`src/rtl/alu_logic_arbiter_if.sv`:
```
// Bundle of request/response signals between two requesters and the
// shared logic ALU arbiter. Index i of each vector belongs to requester i.
interface alu_logic_arbiter_if;
    logic [1:0]       req_valid;
    logic [1:0]       req_ready;
    logic [1:0][31:0] req_a;
    logic [1:0][31:0] req_b;
    logic [1:0][3:0]  req_cntrl;
    logic [1:0]       rsp_valid;
    logic [1:0]       rsp_ready;
    logic [31:0]      rsp_result;
    logic             rsp_illegal;
    logic             busy;
    logic             grant_id;

    modport master (
        output req_valid, req_a, req_b, req_cntrl, rsp_ready,
        input  req_ready, rsp_valid, rsp_result, rsp_illegal, busy, grant_id
    );

    modport slave (
        input  req_valid, req_a, req_b, req_cntrl, rsp_ready,
        output req_ready, rsp_valid, rsp_result, rsp_illegal, busy, grant_id
    );
endinterface

```
`src/rtl/alu_logic_arbiter.sv`:
```
// Two-requester arbiter in front of a single combinational logic ALU.
// One operation in flight: IDLE (arbitrate/accept) -> EXEC (register
// result) -> RESP (hold response until owner consumes it).
// Define ALU_LOGIC_ARB_RR_EN for round-robin contention; default is fixed
// priority with requester 0 winning.

module alu_logic (
    input  logic [31:0] a,
    input  logic [31:0] b,
    input  logic [3:0]  cntrl,
    output logic [31:0] result
);
    // AND/OR/XOR select; any other code yields zero
    always_comb begin
        result = '0;
        case (cntrl)
            4'b0100: result = a & b;
            4'b0101: result = a | b;
            4'b0110: result = a ^ b;
            default: result = '0;
        endcase
    end
endmodule

module alu_logic_arbiter (
    input  logic                      clk,
    input  logic                      rst,
    alu_logic_arbiter_if.slave        bus
);
    typedef enum logic [1:0] {IDLE, EXEC, RESP} state_t;

    state_t      state;
    state_t      state_next;
    logic        winner;
    logic        accept;
    logic [1:0]  ready;
    logic [31:0] a_q;
    logic [31:0] b_q;
    logic [3:0]  cntrl_q;
    logic        grant_q;
    logic [31:0] result_q;
    logic        illegal_q;
    logic [31:0] alu_result;
    logic        cntrl_illegal;

`ifdef ALU_LOGIC_ARB_RR_EN
    logic        rr_ptr;

    // Contention goes to the favoured requester; a lone requester always wins
    always_comb begin
        winner = (&bus.req_valid) ? rr_ptr : bus.req_valid[1];
    end

    // Favour the requester that was not granted last
    always_ff @(posedge clk) begin
        if (rst) begin
            rr_ptr <= 1'b0;
        end else if (accept) begin
            rr_ptr <= ~winner;
        end
    end
`else
    // Fixed priority: requester 0 wins whenever it is valid
    always_comb begin
        winner = ~bus.req_valid[0];
    end
`endif

    // State register
    always_ff @(posedge clk) begin
        if (rst) begin
            state <= IDLE;
        end else begin
            state <= state_next;
        end
    end

    // Next-state and accept handshake; reset suppresses any acceptance
    always_comb begin
        state_next = state;
        ready      = '0;
        accept     = 1'b0;
        case (state)
            IDLE: begin
                if (|bus.req_valid) begin
                    accept        = 1'b1;
                    ready[winner] = 1'b1;
                    state_next    = EXEC;
                end
            end
            EXEC: state_next = RESP;
            RESP: begin
                if (bus.rsp_ready[grant_q]) begin
                    state_next = IDLE;
                end
            end
            default: state_next = IDLE;
        endcase
        if (rst) begin
            state_next = IDLE;
            ready      = '0;
            accept     = 1'b0;
        end
    end

    // Latch operands on acceptance; capture the ALU output in EXEC
    always_ff @(posedge clk) begin
        if (rst) begin
            a_q       <= '0;
            b_q       <= '0;
            cntrl_q   <= '0;
            grant_q   <= 1'b0;
            result_q  <= '0;
            illegal_q <= 1'b0;
        end else begin
            if (accept) begin
                a_q     <= bus.req_a[winner];
                b_q     <= bus.req_b[winner];
                cntrl_q <= bus.req_cntrl[winner];
                grant_q <= winner;
            end
            if (state == EXEC) begin
                result_q  <= alu_result;
                illegal_q <= cntrl_illegal;
            end
        end
    end

    alu_logic u_alu (
        .a      (a_q),
        .b      (b_q),
        .cntrl  (cntrl_q),
        .result (alu_result)
    );

    // Flag any latched code outside the three legal operations
    always_comb begin
        cntrl_illegal = !((cntrl_q == 4'b0100) || (cntrl_q == 4'b0101) ||
                          (cntrl_q == 4'b0110));
    end

    // Response steering to the current owner
    always_comb begin
        bus.req_ready   = ready;
        bus.rsp_valid   = '0;
        if (state == RESP) begin
            bus.rsp_valid[grant_q] = 1'b1;
        end
        bus.rsp_result  = result_q;
        bus.rsp_illegal = illegal_q;
        bus.busy        = (state != IDLE);
        bus.grant_id    = grant_q;
    end
endmodule

```
`src/flat_wrapper.sv`:
```
// flat-port wrapper written by rule: the top's interface ports become plain ports
module alu_logic_arbiter_flat 
  (clk, rst, bus_req_valid, bus_req_a, bus_req_b, bus_req_cntrl, bus_rsp_ready, bus_req_ready, bus_rsp_valid, bus_rsp_result, bus_rsp_illegal, bus_busy, bus_grant_id);
  alu_logic_arbiter_if bus_i ();
  input  logic clk;
  input  logic rst;
  input wire logic [$bits(bus_i.req_valid)-1:0] bus_req_valid;
  input wire logic [$bits(bus_i.req_a)-1:0] bus_req_a;
  input wire logic [$bits(bus_i.req_b)-1:0] bus_req_b;
  input wire logic [$bits(bus_i.req_cntrl)-1:0] bus_req_cntrl;
  input wire logic [$bits(bus_i.rsp_ready)-1:0] bus_rsp_ready;
  output wire logic [$bits(bus_i.req_ready)-1:0] bus_req_ready;
  output wire logic [$bits(bus_i.rsp_valid)-1:0] bus_rsp_valid;
  output wire logic [$bits(bus_i.rsp_result)-1:0] bus_rsp_result;
  output wire logic [$bits(bus_i.rsp_illegal)-1:0] bus_rsp_illegal;
  output wire logic [$bits(bus_i.busy)-1:0] bus_busy;
  output wire logic [$bits(bus_i.grant_id)-1:0] bus_grant_id;
  assign bus_i.req_valid = bus_req_valid;
  assign bus_i.req_a = bus_req_a;
  assign bus_i.req_b = bus_req_b;
  assign bus_i.req_cntrl = bus_req_cntrl;
  assign bus_i.rsp_ready = bus_rsp_ready;
  assign bus_req_ready = bus_i.req_ready;
  assign bus_rsp_valid = bus_i.rsp_valid;
  assign bus_rsp_result = bus_i.rsp_result;
  assign bus_rsp_illegal = bus_i.rsp_illegal;
  assign bus_busy = bus_i.busy;
  assign bus_grant_id = bus_i.grant_id;
  alu_logic_arbiter u_core (.clk(clk), .rst(rst), .bus(bus_i));
endmodule
```
`config.mk`:
```
export PLATFORM = sky130hd
export DESIGN_NAME = alu_logic_arbiter_flat
export DESIGN_NICKNAME = d
export VERILOG_FILES = /design/src/rtl/alu_logic_arbiter_if.sv /design/src/rtl/alu_logic_arbiter.sv /design/src/flat_wrapper.sv
export SDC_FILE = /design/constraint.sdc
export NUM_CORES = 1
export LEC_CHECK = 0
export CORE_MARGIN = 1
export CORE_UTILIZATION = 35
export DETAILED_ROUTE_END_ITERATION = 7
export HOLD_SLACK_MARGIN = 0.03
export SYNTH_ARGS = -nofsm -noshare
export SYNTH_HDL_FRONTEND = slang
export SYNTH_SLANG_ARGS = --single-unit
```
`constraint.sdc`:
```
create_clock -name clk -period 2 [get_ports clk]
set_input_delay 0.5 -clock clk [delete_from_list [all_inputs] [get_ports clk]]
set_output_delay 0.5 -clock clk [all_outputs]
set_load 0.01 [all_outputs]
```
==> results.ini <==
[place]
gp_congestion=0.768
io_buffers=180
hpwl_mm=11.7
dp_cells=992

[synthesis]
synth_flop_cell=dfxtp_1
ys_seq_elements=104
yosys.area.top_type_share_pct=35.0
ys_warn_count=0
syn_inst=630
yosysTopAreaCell=dfxtp_1
ys_types=30
synth_edf_count=0
syn_avg_cell_area_um2=9.45
syn_area_um2=5950
async_reset_ff_share_pct=0
synthTopCellsByArea=dfxtp_1 (35%), ha_1 (13%), mux2i_1 (12%)
syn-num-nets=836
ys_seq_area_share_pct=35.0

[timing]
finalSetupViolCount=0
fmax_ghz=0.527
hold_viol=0
finClkSkew_ps=6.95
rsz0062_at_grt=no
slew_violations=0
max_slew_margin_pct=25.6
layout_min_cycle_time_ps=1900
tightestPinTransition_ps=1110
period_share_pct=94.9
hold-worst-slack_ps=471

[status]
status=finished, final reports clean

[layout]
syn2layout_area_growth_pct=39.4
final_util_pct=50.0
insertedDiodeCount=0
fillers=1539
drive_gt1_share_pct=7.59
final_nets=991
fin_cells=1010

[grt]
grt_max_degree=45
grt_pass1_vias=5282
grt_pass1_wl_mm=27.0
grt_usage_pct=19.5
antenna_found_initial=0
grt_overflow=0

[detailed_routing]
post-route-drc-count=0
drt-vias-per-instance=5.25
wire_per_inst_um=17.0
dr.pass1.iters=7
ant_nets=0
routed_wl_mm=17.1
vias=5301
drtIter0Drc=333

[power]
p_seq_share_pct=43.9
peakVddDrop_mv=0.421
internal_power_mw=3.83
fin_total_pwr_mw=5.36
power_density_nw_per_um2=646
combPwrFrac_pct=24.3
power.switching_mw=1.54
clock_power_share_pct=31.8
leakagePower_nw=3.37
switching_share_pct=28.7

[worst_setup_path]
r2r_cells=3
path_cells=nor3_4 -> and3b_1 -> dlygate4sd2_1
critPathMaxStageDelay_ps=370
crit_type=register to output port
rrSetupSlack_ps=140
cp_slowest_cell=dfxtp_4
critPathArrivalTime_ps=1400
required_ps=1500
r2r-start=u_core.cntrl_q[1]
end_kind=output port
startpoint_type=register
worst_r2r_endpoint=u_core.bus.rsp_result[12]
crit_fanout=7

[floorplanning]
initial_core_util_pct=35.9
die_area_um2=17500
core_area_um2=16600
rows=47
io_pins=181
die_x_um=132
fp.dieH_um=132

[min_path]
min_to=u_core.bus.rsp_result[14]
min_path_type=register to register
min_from=u_core.bus.rsp_result[14]
hold_depth=1

[clock_network]
cts_buffer_depth=2
cts_made_buffers=9
clock_sinks=104
clk_latency_ps=340
cts_root_buf=clkbuf_16
cts.clk_slew.worst_paths_ps=70
htree_levels=3
cts_hold_buffers=0
cts_tree=yes

[job]
maxCapViolCount=0

-- cells by family after synthesis --
logic type                 Yosys count  share of synthesized area (%)
AOI/OAI and AO/OA                  205                           25.5
adders and majority gates           64                           13.4
buffers and inverters              140                           9.54
DFF                                104                           35.0
muxes                               69                           11.6
and+or+nand+nor                     48                           4.92
-- state kept, by name, indices dropped and copies added, names as in the netlist --
| name | cells |
|---|---|
| u_core.a_q | 32 |
| u_core.b_q | 32 |
| u_core.bus.rsp_result | 32 |
| u_core.cntrl_q | 4 |
| u_core.state | 2 |
| u_core.bus.grant_id | 1 |
| u_core.bus.rsp_illegal | 1 |
-- layout make-up --
cell class | instances | area [um2] | share of cell area (%)
sequential | 104 | 2090 | 25.2
multi-input combinational | 386 | 3340 | 40.3
clock inverter | 2 | 12.5 | 0.151
inverter | 83 | 312 | 3.75
tap | 220 | 275 | 3.32
clock buffer | 14 | 274 | 3.30
timing repair buffer | 201 | 1990 | 24.0
-- timing repair --
| item | 4_1_cts | 5_1_grt |
|---|---|---|
| setup endpoints to repair | 17 | 33 |
| pin swaps | 1 | 0 |
| setup buffers | 2 | 0 |
| cloned | 0 | 0 |
| resized for setup | 6 | 7 |
-- power groups by stage --
stage / Combinational (mW) / Clock (mW) / Sequential, mW
floorplan: 0.760 / 0 / 2.36
global route: 1.44 / 1.83 / 2.38
global placement: 1.24 / 0 / 2.38
CTS: 1.30 / 1.75 / 2.35
detailed placement: 1.29 / 0 / 2.40
finish: 1.30 / 1.71 / 2.36
-- how the worst max path moves through the flow --
stage | start | endpoint | slack (ps) | cells past startpoint
5_1_grt | u_core.cntrl_q[1] | u_core.bus.rsp_result[16] | 0.6 | 3
2_1_floorplan | rst | bus_req_ready[1] | 220 | 3
3_3_place_gp | bus_req_valid[1] | bus_req_ready[1] | -160 | 3
6_report | u_core.state[1] | bus_req_ready[1] | 100 | 3
3_5_place_dp | bus_req_valid[1] | bus_req_ready[1] | -160 | 3
4_1_cts | u_core.state[1] | bus_rsp_valid[1] | 10 | 2
-- synthesized netlist by cell type, types with 10 or more instances --
cell and n:
a211oi_2 10, or2_1 11, buf_2 13, a211oi_1 60, a32oi_1 14, mux2i_1 69
clkbuf_1 36, a222oi_1 18, inv_1 83, dfxtp_1 104, o2bb2ai_1 32, nand2_1 14
a21oi_1 70, ha_1 64
-- worst max-delay path: cells and delay by family (launching register included) --
family,cells,cell delay (ps)
buffers and inverters,1,270
DFF,1,370
and+or+nand+nor,2,420
-- layout by cell type, fill, tap and decap left out, types with 2 or more instances in the layout --
cell type / instances
clkdlybuf4s50_1: 174
dfxtp_1: 100
inv_1: 83
a21oi_1: 70
mux2i_1: 69
ha_1: 64
a211oi_1: 60
o2bb2ai_1: 32
buf_4: 19
a222oi_1: 18
nand2_1: 14
a32oi_1: 14
a211oi_2: 10
or2_1: 10
clkbuf_16: 9
or2_0: 4
clkbuf_8: 3
dlygate4sd2_1: 3
buf_12: 3
dfxtp_2: 3
and3b_1: 2
nand2b_1: 2
nor2b_4: 2
clkbuf_1: 2
-- layer usage --
| layer | routed length (um) | share of wire [%] | global-route usage, % |
|---|---|---|---|
| met3 | 916 | 5.3 | 3.30 |
| met1 | 7490 | 44 | 24.2 |
| met5 | 0 | 0 | 0 |
| met4 | 374 | 2.2 | 7.09 |
| met2 | 8350 | 49 | 33.9 |
-- stage by stage --
| stage | setup TNS (ps) | setup WS (ps) | instance area (um2) |
|---|---|---|---|
| finish | 0 | 101 | 8300 |
| global route | 0 | 0.622 | 8300 |
| CTS | 0 | 12.4 | 8280 |
| detailed placement | -5040 | -158 | 7960 |
| global placement | -3560 | -158 | 7960 |
| floorplan | 0 | 222 | 5950 |
No activity file was read; power rests on OpenSTA's default activity.
